$ cat src/rtl/seg7_pkg.sv
// Shared 7-segment definitions: segment bit positions, digit patterns and
// the monitor state encoding. The display encoder uses the same constants.
package seg7_pkg;

   localparam int unsigned SEG_A  = 0;
   localparam int unsigned SEG_B  = 1;
   localparam int unsigned SEG_C  = 2;
   localparam int unsigned SEG_D  = 3;
   localparam int unsigned SEG_E  = 4;
   localparam int unsigned SEG_F  = 5;
   localparam int unsigned SEG_G  = 6;
   localparam int unsigned SEG_DP = 7;

   // Active-high patterns with the decimal point off.
   localparam logic [7:0] SEG_BLANK = 8'h00;
   localparam logic [7:0] SEG_0     = 8'h3F;
   localparam logic [7:0] SEG_1     = 8'h06;
   localparam logic [7:0] SEG_2     = 8'h5B;
   localparam logic [7:0] SEG_3     = 8'h4F;
   localparam logic [7:0] SEG_4     = 8'h66;
   localparam logic [7:0] SEG_5     = 8'h6D;
   localparam logic [7:0] SEG_6     = 8'h7D;
   localparam logic [7:0] SEG_7     = 8'h07;
   localparam logic [7:0] SEG_8     = 8'h7F;
   localparam logic [7:0] SEG_9     = 8'h6F;

   typedef enum logic [1:0] {
      ST_IDLE  = 2'd0,
      ST_TRACK = 2'd1,
      ST_STALL = 2'd2
   } state_t;

   function automatic logic [7:0] bcd_to_seg(input logic [3:0] d);
      case (d)
         4'd0:    return SEG_0;
         4'd1:    return SEG_1;
         4'd2:    return SEG_2;
         4'd3:    return SEG_3;
         4'd4:    return SEG_4;
         4'd5:    return SEG_5;
         4'd6:    return SEG_6;
         4'd7:    return SEG_7;
         4'd8:    return SEG_8;
         4'd9:    return SEG_9;
         default: return SEG_BLANK;
      endcase
   endfunction

endpackage

$ cat src/rtl/seg7_to_bcd.sv
// Combinational 7-segment pattern decoder (decimal point excluded).
// legal covers the ten digits and blank; anything else is illegal.
module seg7_to_bcd
   import seg7_pkg::*;
(
   input  logic [6:0] pattern,
   output logic       legal,
   output logic       blank,
   output logic [3:0] digit
);

   always_comb begin
      legal = 1'b1;
      blank = 1'b0;
      digit = '0;
      case ({1'b0, pattern})
         SEG_BLANK: blank = 1'b1;
         SEG_0:     digit = 4'd0;
         SEG_1:     digit = 4'd1;
         SEG_2:     digit = 4'd2;
         SEG_3:     digit = 4'd3;
         SEG_4:     digit = 4'd4;
         SEG_5:     digit = 4'd5;
         SEG_6:     digit = 4'd6;
         SEG_7:     digit = 4'd7;
         SEG_8:     digit = 4'd8;
         SEG_9:     digit = 4'd9;
         default:   legal = 1'b0;
      endcase
   end

endmodule

$ cat src/rtl/seg7_decode_monitor.sv
// Monitor for a 7-segment digit counter: decodes the sampled bus and flags
// illegal patterns, out-of-sequence steps and digits held for too long.
module seg7_decode_monitor
   import seg7_pkg::*;
#(
   parameter int unsigned HOLD_MAX = 4,
   parameter int unsigned CNT_W    = 8
) (
   input  logic             clk,
   input  logic             rst,
   input  logic [7:0]       seg,
   output logic [3:0]       digit,
   output logic             digit_vld,
   output logic             dp,
   output logic             restart,
   output logic             pat_err,
   output logic             seq_err,
   output logic             stall_err,
   output logic             err_sticky,
   output logic [CNT_W-1:0] good_cnt,
   output logic [1:0]       state
);

   localparam int unsigned          HOLD_W   = $clog2(HOLD_MAX + 2);
   localparam logic [HOLD_W-1:0]    HOLD_TOP = HOLD_W'(HOLD_MAX + 1);
   localparam logic [HOLD_W-1:0]    HOLD_ONE = HOLD_W'(1);
   localparam bit                   STALL_EN = (HOLD_MAX != 0);

   logic [7:0]        seg_q;
   logic [HOLD_W-1:0] hold_cnt, hold_n;
   state_t            cur_state, state_n;

   logic              dec_legal, dec_blank;
   logic [3:0]        dec_digit, succ_digit;

   logic [3:0]        digit_n;
   logic              vld_n, dp_n, restart_n, pat_n, seq_n, stall_n, sticky_n;
   logic [CNT_W-1:0]  good_n;

   seg7_to_bcd u_dec (
      .pattern (seg_q[6:0]),
      .legal   (dec_legal),
      .blank   (dec_blank),
      .digit   (dec_digit)
   );

   assign succ_digit = (digit == 4'd9) ? 4'd0 : digit + 4'd1;
   assign state      = cur_state;

   always_comb begin
      state_n   = cur_state;
      hold_n    = hold_cnt;
      digit_n   = digit;
      vld_n     = digit_vld;
      dp_n      = seg_q[SEG_DP];
      restart_n = 1'b0;
      pat_n     = 1'b0;
      seq_n     = 1'b0;
      stall_n   = 1'b0;
      good_n    = good_cnt;

      if (!dec_legal) begin
         pat_n   = 1'b1;
         vld_n   = 1'b0;
         hold_n  = '0;
         state_n = ST_IDLE;
      end else if (dec_blank) begin
         vld_n   = 1'b0;
         hold_n  = '0;
         state_n = ST_IDLE;
      end else if (cur_state == ST_IDLE) begin
         digit_n = dec_digit;
         vld_n   = 1'b1;
         hold_n  = HOLD_ONE;
         state_n = ST_TRACK;
      end else if (dec_digit == digit) begin
         if (hold_cnt != HOLD_TOP) hold_n = hold_cnt + 1'b1;
         // Zero is exempt: the source parks on 0 while it is held in reset.
         if (STALL_EN && cur_state == ST_TRACK && dec_digit != 4'd0 &&
             hold_n == HOLD_TOP) begin
            stall_n = 1'b1;
            state_n = ST_STALL;
         end
      end else begin
         digit_n = dec_digit;
         hold_n  = HOLD_ONE;
         state_n = ST_TRACK;
         if (dec_digit == succ_digit) begin
            if (good_cnt != '1) good_n = good_cnt + 1'b1;
         end else if (dec_digit == 4'd0) begin
            restart_n = 1'b1;
         end else begin
            seq_n = 1'b1;
         end
      end

      sticky_n = err_sticky | pat_n | seq_n | stall_n;
   end

   always_ff @(posedge clk) begin
      if (rst) begin
         seg_q      <= '0;
         hold_cnt   <= '0;
         cur_state  <= ST_IDLE;
         digit      <= '0;
         digit_vld  <= 1'b0;
         dp         <= 1'b0;
         restart    <= 1'b0;
         pat_err    <= 1'b0;
         seq_err    <= 1'b0;
         stall_err  <= 1'b0;
         err_sticky <= 1'b0;
         good_cnt   <= '0;
      end else begin
         seg_q      <= seg;
         hold_cnt   <= hold_n;
         cur_state  <= state_n;
         digit      <= digit_n;
         digit_vld  <= vld_n;
         dp         <= dp_n;
         restart    <= restart_n;
         pat_err    <= pat_n;
         seq_err    <= seq_n;
         stall_err  <= stall_n;
         err_sticky <= sticky_n;
         good_cnt   <= good_n;
      end
   end

endmodule

$ cat config.mk
export PLATFORM = sky130hd
export DESIGN_NAME = seg7_decode_monitor
export DESIGN_NICKNAME = d
export VERILOG_FILES = /design/src/rtl/seg7_pkg.sv /design/src/rtl/seg7_to_bcd.sv /design/src/rtl/seg7_decode_monitor.sv
export SDC_FILE = /design/constraint.sdc
export NUM_CORES = 1
export LEC_CHECK = 0
export CELL_PAD_IN_SITES_DETAIL_PLACEMENT = 0
export CELL_PAD_IN_SITES_GLOBAL_PLACEMENT = 1
export CORE_MARGIN = 1
export CORE_UTILIZATION = 49
export CTS_BUF_LIST = sky130_fd_sc_hd__clkbuf_4 sky130_fd_sc_hd__clkbuf_8
export DETAILED_ROUTE_END_ITERATION = 6
export DONT_BUFFER_PORTS = 1
export PLACE_DENSITY = 0.79
export SYNTH_ARGS = -nofsm -noshare
export SYNTH_HDL_FRONTEND = slang
export SYNTH_SLANG_ARGS = --single-unit
$ cat constraint.sdc
create_clock -name clk -period 3.2 [get_ports clk]
set_input_delay 0.32 -clock clk [delete_from_list [all_inputs] [get_ports clk]]
set_output_delay 0.32 -clock clk [all_outputs]
set_load 0.01 [all_outputs]
# Yosys cells after proc, flatten, opt, wreduce, memory -nomap -nowiden
# Cells that the tools add are included.
# word_totals
regBits,32
out_inout_bits,21
wordCells,84
# classes
add_sub_neg,3
eq_ne,19
muxes,29
bitwise_logic,7
n_reduce_logical,12
# ops
operator,count
$eq A7 B7 Y1 const B,7
$pmux W4 S9,1
$mux W1,20
$mux W3,5
$eq A7 B3 Y1 const B,2
$mux W4,3
$reduce_or A11 Y1,1
$add A8 B1 Y8 const B,1
$eq A4 B4 Y1,2
$ne A8 B8 Y1 const B,1
$eq A7 B6 Y1 const B,1
$logic_not A7 Y1,1
$reduce_and A6 Y1,1
$reduce_or A6 Y1,1
$reduce_or A5 Y1,1
$add A4 B1 Y4 const B,1
$eq A4 B4 Y1 const B,1
$logic_not A4 Y1,1
$not A1 Y1,4
$reduce_bool A4 Y1,1
$add A3 B1 Y3 const B,1
$eq A3 B3 Y1 const B,1
$ne A3 B2 Y1 const B,1
$ne A3 B3 Y1 const B,1
7 further kinds,10

# Depth between registers and ports, before layout
# Gate-level depths: netlist of the first run.
# logic_depth
depth_word,15
ltp_mapped,10

# By module
# Synthesis of the first run repeated with hierarchy kept, for this count alone.
# unflattened
hier_cells,190
area_unflattened_um2,1605.3
# modules_own_cells
module,instances,cells_each,area_each_um2
seg7_decode_monitor,1,152,1393.8
seg7_to_bcd,1,38,211.5

# Worst setup path before layout of the first run
# No wires, ideal clock.
# synth_timing
path_kind,reg-to-reg
start,register digit[2]
end,register err_sticky
setup_time_ns,0.127
arrival_ns,2.238
t_required_ns,3.073
path_slack_ns,0.835
path_stages_with_launch,10
path_buffers,1
cell_sequence,dfxtp_1 -> buf_1 -> nand2b_1 -> o32a_1 -> o211ai_2 -> or3b_1 -> o211ai_2 -> nor2b_1 -> a2111oi_2 -> or3_1
# synth_via
elab_chain_cells,10
# synth_lines
item,line,text
"start, declared",seg7_decode_monitor.sv:12,"output logic [3:0] digit,"
"start signal, assigned",seg7_decode_monitor.sv:118,digit <= digit_n;
$add A4 B1 Y4 or $eq A4 B4 Y1 (tied branches),seg7_decode_monitor.sv:47,assign succ_digit = (digit == 4'd9) ? 4'd0 : digit + 4'd1;
$mux W4,seg7_decode_monitor.sv:47,
$eq A4 B4 Y1,seg7_decode_monitor.sv:88,if (dec_digit == succ_digit) begin
$mux W1,seg7_decode_monitor.sv:88,
$mux W1,seg7_decode_monitor.sv:76,end else if (dec_digit == digit) begin
$mux W1,seg7_decode_monitor.sv:71,end else if (cur_state == ST_IDLE) begin
$mux W1,seg7_decode_monitor.sv:67,end else if (dec_blank) begin
$mux W1,seg7_decode_monitor.sv:62,if (!dec_legal) begin
$or A1 B1 Y1,seg7_decode_monitor.sv:97,sticky_n = err_sticky | pat_n | seq_n | stall_n;
$or A1 B1 Y1 *,seg7_decode_monitor.sv:97,
"end signal, assigned",seg7_decode_monitor.sv:125,err_sticky <= sticky_n;
"end, declared",seg7_decode_monitor.sv:19,"output logic err_sticky,"
# Every way passes the cells marked *; elsewhere a longest branch is shown, timed or not.
# A chain may end at the register's enable or synchronous reset.

# Final worst setup path of the first run
# layout_timing
start,register seg_q[5]
end,register err_sticky
# layout_via
elab_chain_cells,11
# layout_lines
item,line,text
"start, declared",seg7_decode_monitor.sv:29,logic [7:0] seg_q;
"start signal, assigned",seg7_decode_monitor.sv:115,seg_q <= seg;
$eq A7 B7 Y1 or $eq A7 B3 Y1 (tied branches),seg7_to_bcd.sv:16,"case ({1'b0, pattern})"
$pmux W4 S9,seg7_to_bcd.sv:16,
$logic_not A4 Y1 or $reduce_bool A4 Y1 (tied branches),"seg7_decode_monitor.sv:90, seg7_decode_monitor.sv:79",
$mux W1 or $logic_and A1 B1 Y1 (tied branches),"seg7_decode_monitor.sv:90, seg7_decode_monitor.sv:79",
$mux W1 or $logic_and A1 B1 Y1 (tied branches),"seg7_decode_monitor.sv:88, seg7_decode_monitor.sv:79",
$mux W1 (on tied branches),"seg7_decode_monitor.sv:76, seg7_decode_monitor.sv:79",
$mux W1 (on tied branches),"seg7_decode_monitor.sv:71, seg7_decode_monitor.sv:76",
$mux W1 (on tied branches),"seg7_decode_monitor.sv:67, seg7_decode_monitor.sv:71",
$mux W1 (on tied branches),"seg7_decode_monitor.sv:62, seg7_decode_monitor.sv:67",
$or A1 B1 Y1 or $mux W1 (tied branches),"seg7_decode_monitor.sv:97, seg7_decode_monitor.sv:62",
$or A1 B1 Y1 *,seg7_decode_monitor.sv:97,
# Marks and branches as above.

==> flow_metrics.tcl, run 1 <==
set metrics [dict create \
    cp-start-kind "flip-flop" \
    die_height_um 61.73 \
    gp_routability_congestion 0.7926 \
    tightest_slew_ns 0.6167 \
    port_buffers 0 \
    p_leak_nw 0.6880 \
    path_cells "nand2_1 > o32a_1 > o211ai_2 > or3b_1 > o211ai_2 > nor2b_1 > a2111oi_2 > or3_1" \
    wl_per_cell_um 15.14 \
    post_cts_buffers 0 \
    synth_top_cell_by_area "dfxtp_1" \
    path_clk_slew_ns 0.10 \
    cp_common_cell "o211ai_2" \
    floorplan.initialDensity_pct 51.57 \
    finalSetupTns_ns 0 \
    pwr-share-seq_pct 53.1 \
    crit_type "reg2reg" \
    clock_sinks 32 \
    num_rows 21 \
    cp.arrival_ns 2.85 \
    wl_mm 3.678 \
    area_growth_pct 5.798 \
    vias 1450 \
    final.setup_skew_ns 0.008964 \
    power.total_w 0.0007978 \
    dp_hpwl_mm 2.768 \
    fin_nets 209 \
    final_util_pct 54.56 \
    cts_root_buffer "clkbuf_4" \
    max_freq_mhz 379.7 \
    cts_buffers 5 \
    drv_cap 0 \
    critPathLaunch "seg_q[5]" \
    final_cell_mix "32 x dfxtp_1, 21 x nor2_1, 13 x nand2_1" \
    fin_crit_sh_pct 82.30 \
    synth.area.top_cells "dfxtp_1 37%, nor2_1 4.5%, nor2b_1 3.6%" \
    yosys_warnings 0 \
    seq_area_frac_synth_pct 36.65 \
    grt_max_degree 25 \
    cp_max_fo 11 \
    intPower_w 0.0006313 \
    grt_pass1_wl_mm 5.982 \
    cp.required_ns 3.42 \
    avgSynthCellArea_sq_um 8.740 \
    dieWidth_um 61.73 \
    status "complete, no violations" \
    drc 0 \
    drtIter0Drc 122 \
    grt_overflow_total 0 \
    switchingPower_w 0.0001665 \
    hp-start "rst" \
    ir_drop_uv 230.7 \
    combPwrFrac_pct 4.1 \
    setup_viol 0 \
    p_per_area_nw_per_um2 431.4 \
    synthDominantCellAreaShare_pct 36.65 \
    vias_per_cell 5.967 \
    fill_cells 318 \
    io_pins 31 \
    final_common_cell "dfxtp_1" \
    max_slew_margin_pct 58.51 \
    synth.net_count 213 \
    grt_pass1_vias 1274 \
    drive_above_1_share_pct 10.66 \
    cts_hold_buf 0 \
    hold_class "in2reg" \
    synthCells 200 \
    ys_seq_elements 32 \
    synthArstFlopShare_pct 0 \
    dieArea_sq_um 3810 \
    cts_tree "built" \
    ys.flop_type "dfxtp_1" \
    cp-end-kind "flip-flop" \
    grt_usage_pct 21.61 \
    firstDrtPassIters 4 \
    slowest_stage "dfxtp_1" \
    clockBufferDepth 2 \
    antenna_found_initial 0 \
    finalHoldViolCount 0 \
    rr_startpoint "seg_q[5]" \
    ant_nets 0 \
    synth-edff-count 0 \
    setup_slack_ns 0.5664 \
    period_needed_ns 2.634 \
    synth.distinct_cells 54 \
    final_max_slew_viol_count 0 \
    ctsHtreeMaxLevel 2 \
    design.core.area_sq_um 3390 \
    diodes 0 \
    pre_cts_ws_ns 0.5850 \
    rsz0062_at_grt "no" \
    p_sw_share_pct 20.87 \
    clkPwrFrac_pct 42.9 \
    max_stage_delay_ns 0.55 \
    cts_resized 0 \
    netlist_area_sq_um 1748 \
    clk_latency_ns 0.33 \
]
-- through the flow --
| stage | hold slack [ns] | cells | instance area, sq um |
|---|---|---|---|
| floorplan | 0.3916 | 200 | 1748 |
| global placement | 0.3918 | 235 | 1754 |
| detailed placement | 0.3944 | 235 | 1754 |
| CTS | 0.03276 | 243 | 1849 |
| global route | 0.02357 | 243 | 1849 |
| finish | 0.04773 | 243 | 1849 |
-- sequential cells by signal (all words and copies together) (netlist names) --
signal,count
digit,4
digit_vld,1
dp,1
err_sticky,1
good_cnt,8
hold_cnt,3
pat_err,1
restart,1
seg_q,8
seq_err,1
stall_err,1
state,2
-- path summary, 6_finish.rpt --
path / to / slack (ns) / depth (start not counted)
hold / removal: good_cnt[3] / 0.05 / 1
setup / recovery: err_sticky / 0.57 / 8
hold reg to reg: dp / 0.45 / 1
setup reg to reg: err_sticky / 0.57 / 8
-- worst max-delay path, delay by kind of cell, from the launching register on --
| kind | cells | cell delay (ns) |
|---|---|---|
| and+or+nand+nor | 4 | 1.23 |
| DFF | 1 | 0.55 |
| AOI/OAI and AO/OA | 4 | 0.76 |
-- synth_stat cells, types with 2 or more instances --
cell,instances
a21oi_1,11
a311oi_1,2
and3_1,3
buf_2,5
clkbuf_1,5
dfxtp_1,32
ha_1,3
inv_1,5
mux2i_1,2
nand2_1,13
nand2b_1,3
nand3_1,8
nand3b_1,5
nand4_1,4
nand4b_1,2
nor2_1,21
nor2b_1,10
nor3_1,6
nor4bb_1,2
o211ai_2,2
o21ai_0,10
o22ai_2,2
or3_1,8
xnor2_1,3
xor2_1,4
-- logic make-up after synthesis --
| family | synth area share, % |
|---|---|
| buffers and inverters | 4.438 |
| AOI/OAI and AO/OA | 17.25 |
| xor gates and xnor gates | 3.508 |
| muxes | 1.145 |
| DFF | 36.65 |
| and+or+nand+nor | 34.29 |
| adders and majority gates | 2.720 |
-- per-layer routing --
layer	vias up	share of wire, %	GRT usage [%]	routed length [um]
li1	720	-	-	-
met1	684	44	27.53	1615
met2	41	49	35.18	1799
met3	5	5.8	6.625	214
met4	0	1.3	6.667	48
met5	-	0	0	0
-- area by class of cell --
class | count | area (sq um) | area share (%)
Multi-Input combinational cell | 151 | 1030 | 55.68
Sequential cell | 32 | 640.6 | 34.64
Clock buffer | 7 | 65.06 | 3.518
Tap cell | 46 | 57.56 | 3.112
Clock inverter | 1 | 30.03 | 1.624
Inverter | 5 | 18.77 | 1.015
Timing Repair Buffer | 1 | 7.507 | 0.4060
-- power groups by stage --
stage | clock (W) | sequential [W] | combinational, W
2_1_floorplan | 0 | 0.000422 | 0.0000395
3_3_place_gp | 0 | 0.000432 | 0.0000316
3_5_place_dp | 0 | 0.000433 | 0.0000323
4_1_cts | 0.000350 | 0.000423 | 0.0000326
5_1_grt | 0.000368 | 0.000425 | 0.0000363
6_report | 0.000342 | 0.000423 | 0.0000324
Power figures use the tool's default switching activity.
==> run 2, diff against run 1 <==
--- a/config.mk
+++ b/config.mk
@@ -5,14 +5,15 @@
 export SDC_FILE = /design/constraint.sdc
 export NUM_CORES = 1
 export LEC_CHECK = 0
+export ABC_AREA = 1
 export CELL_PAD_IN_SITES_DETAIL_PLACEMENT = 0
 export CELL_PAD_IN_SITES_GLOBAL_PLACEMENT = 1
 export CORE_MARGIN = 1
-export CORE_UTILIZATION = 49
+export CORE_UTILIZATION = 41
 export CTS_BUF_LIST = sky130_fd_sc_hd__clkbuf_4 sky130_fd_sc_hd__clkbuf_8
 export DETAILED_ROUTE_END_ITERATION = 6
 export DONT_BUFFER_PORTS = 1
-export PLACE_DENSITY = 0.79
+export PLACE_DENSITY = 0.75
 export SYNTH_ARGS = -nofsm -noshare
 export SYNTH_HDL_FRONTEND = slang
 export SYNTH_SLANG_ARGS = --single-unit
==> constraint.sdc (replaced) <==
create_clock -name clk -period 2.4 [get_ports clk]
set_input_delay 0.24 -clock clk [delete_from_list [all_inputs] [get_ports clk]]
set_output_delay 0.24 -clock clk [all_outputs]
set_load 0.01 [all_outputs]
==> run 2 against run 1 <==
  * Register-to-register slack got worse by 0.25 ns
  * Via count increased by 10%
  * Area after synthesis increased by 2.3%
  * Total power increased by 52%
  * Synthesized cell count increased by 38%
  * Sequential share of layout area decreased by 1.9 points
  * Critical path type unchanged
  * Critical endpoint is now good_cnt[6]
  * Largest power group unchanged
==> flow_metrics.tcl, run 2 <==
set metrics [dict create \
    netlist_area_sq_um 1788 \
    final_cell_mix "61 x nand2_1, 48 x nor2_1, 39 x inv_1" \
    drv_cap 0 \
    io_pins 31 \
    synth.distinct_cells 26 \
    finalHoldViolCount 0 \
    ctsHtreeMaxLevel 2 \
    synthArstFlopShare_pct 0 \
    synth_top_cell_by_area "dfxtp_1" \
    grt_usage_pct 18.39 \
    floorplan.initialDensity_pct 43.75 \
    design.core.area_sq_um 4086 \
    vias_per_cell 4.833 \
    top_regs "good_cnt x8, seg_q x8, digit x4" \
    crit_type "reg2reg" \
    dieArea_sq_um 4629 \
    final_max_slew_viol_count 0 \
    wl_mm 3.804 \
    grt_pass1_wl_mm 6.258 \
    seq_area_frac_synth_pct 35.83 \
    vias 1595 \
    cts_buffers 5 \
    rr_startpoint "seg_q[2]" \
    fin_crit_sh_pct 86.75 \
    cts_root_buffer "clkbuf_8" \
    dieWidth_um 68.04 \
    gp_routability_congestion 0.8016 \
    ff2ff_path_depth 14 \
    cts_resized 0 \
    die_height_um 68.04 \
    whs_endpoint "good_cnt[2]" \
    status "complete, no violations" \
    drive_above_1_share_pct 11.43 \
    antenna_found_initial 0 \
    fin_nets 292 \
    hp-start "rst" \
    max_slew_margin_pct 67.58 \
    synthDominantCellAreaShare_pct 35.83 \
    cp-end-kind "flip-flop" \
    wl_per_cell_um 11.53 \
    p_sw_share_pct 25.09 \
    clockBufferDepth 2 \
    port_buffers 0 \
    clkPwrFrac_pct 43.0 \
    grt_max_degree 20 \
    hold_class "in2reg" \
    cp.required_ns 2.58 \
    hold_depth 1 \
    ys.flop_type "dfxtp_1" \
    cp-start-kind "flip-flop" \
    pre_cts_ws_ns 0.3421 \
    final.setup_skew_ns 0.005250 \
    drc 0 \
    intPower_w 0.0009104 \
    rsz0062_at_grt "no" \
    switchingPower_w 0.0003049 \
    num_rows 23 \
    setup_viol 0 \
    grt_pass1_vias 1438 \
    max_freq_mhz 480.3 \
    ir_drop_uv 290.4 \
    pwr-share-seq_pct 47.8 \
    combPwrFrac_pct 9.2 \
    path_clk_slew_ns 0.07 \
    drtIter0Drc 66 \
    cts_hold_buf 0 \
    period_needed_ns 2.082 \
    synth.net_count 288 \
    ys_seq_elements 32 \
    cts_tree "built" \
    yosysMostFrequentCell "nand2_1" \
    setup_slack_ns 0.3180 \
    cp_max_fo 12 \
    cp.arrival_ns 2.26 \
    ant_nets 0 \
    synthCells 275 \
    tightest_slew_ns 0.4858 \
    worstReg2RegEnd "good_cnt[6]" \
    clock_sinks 32 \
    avgSynthCellArea_sq_um 6.502 \
    fin_area_sq_um 1954 \
    diodes 0 \
    p_per_area_nw_per_um2 621.9 \
    dp_hpwl_mm 2.942 \
    final_common_cell "nand2_1" \
    fill_cells 455 \
    area_growth_pct 9.307 \
    p_leak_nw 0.9494 \
    reg2reg_slack_ns 0.32 \
    firstDrtPassIters 4 \
    clk_latency_ns 0.29 \
    multiInputGateArea_sq_um 964.7 \
    synth.area.top_cells "dfxtp_1 36%, nand2_1 13%, nor2_1 10%" \
    seqCellArea_sq_um 640.6 \
    synth-edff-count 0 \
    finalSetupTns_ns 0 \
    final_util_pct 47.83 \
    yosys-top-cells-count "61 x nand2_1, 48 x nor2_1, 39 x inv_1, 32 x dfxtp_1, 23 x nand3_1" \
    post_cts_buffers 0 \
    grt_overflow_total 0 \
    yosys_warnings 0 \
    placed_cell_area_sq_um 1833 \
]
[run 2: kinds of logic (layout without fill, tap and decap cells)]
| family | Yosys count | in the layout | synth area share (%) |
|---|---|---|---|
| buf+inv | 48 | 53 | 10.22 |
| fa+ha+maj | 3 | 3 | 2.100 |
| simple gates | 161 | 161 | 40.80 |
| xor+xnor | 8 | 8 | 3.918 |
| compound gates | 23 | 23 | 7.138 |
| flops | 32 | 32 | 35.83 |
[run 2: worst max-delay path by stage]
stage                   from           to  slack (ns)  cells after the start
global route        seg_q[5]  good_cnt[6]        0.05                     15
floorplan           seg_q[5]  good_cnt[4]        0.68                     12
detailed placement  seg_q[2]  good_cnt[4]        0.34                     11
global placement    seg_q[2]  good_cnt[1]        0.31                     11
finish              seg_q[2]  good_cnt[6]        0.32                     14
CTS                 seg_q[2]  good_cnt[6]        0.32                     11
[run 2: worst max-delay path: stages, from the launching register on]
cell     delay, ns
dfxtp_1       0.36
nand2_1       0.16
inv_2         0.05
nand2_2       0.09
nor2_2        0.05
nor2_2        0.18
nand2_2       0.10
nand2_1       0.06
nand2_1       0.06
nand2_1       0.08
nor2_1        0.06
nor2_2        0.38
nand2_2       0.20
nand2_1       0.11
a21oi_1       0.06
[run 2: layer usage]
layer	routed length [um]	share of wire (%)	track usage, %	vias to the layer above
met5	0	0	0	-
met4	69	1.8	7.813	0
met3	181	4.8	6.167	6
met2	1736	46	29.66	31
met1	1816	48	22.07	697
li1	-	-	-	861
[run 2: power groups by stage]
stage               registers (W)  logic [W]  clock network, W
floorplan                0.000584  0.0000997                 0
global placement         0.000593   0.000111                 0
detailed placement       0.000593   0.000112                 0
CTS                      0.000581   0.000112          0.000540
global route             0.000585   0.000129          0.000560
finish                   0.000581   0.000112          0.000522
[run 2: layout make-up]
| class | instances | share of cell area [%] |
|---|---|---|
| clock buffer | 6 | 3.905 |
| timing repair buffer | 1 | 0.5122 |
| inverter | 44 | 8.451 |
| multi-input combinational | 195 | 49.36 |
| tap | 50 | 3.201 |
| clock inverter | 2 | 1.793 |
| sequential | 32 | 32.78 |
[run 2: stage by stage]
stage,hold slack (ns),power (W),instances
6_report,0.01352,0.001215,330
5_1_grt,0.001418,0.001274,330
4_1_cts,0.002930,0.001233,329
3_5_place_dp,0.3122,0.0007046,321
3_3_place_gp,0.3113,0.0007038,321
2_1_floorplan,0.3470,0.0006835,275
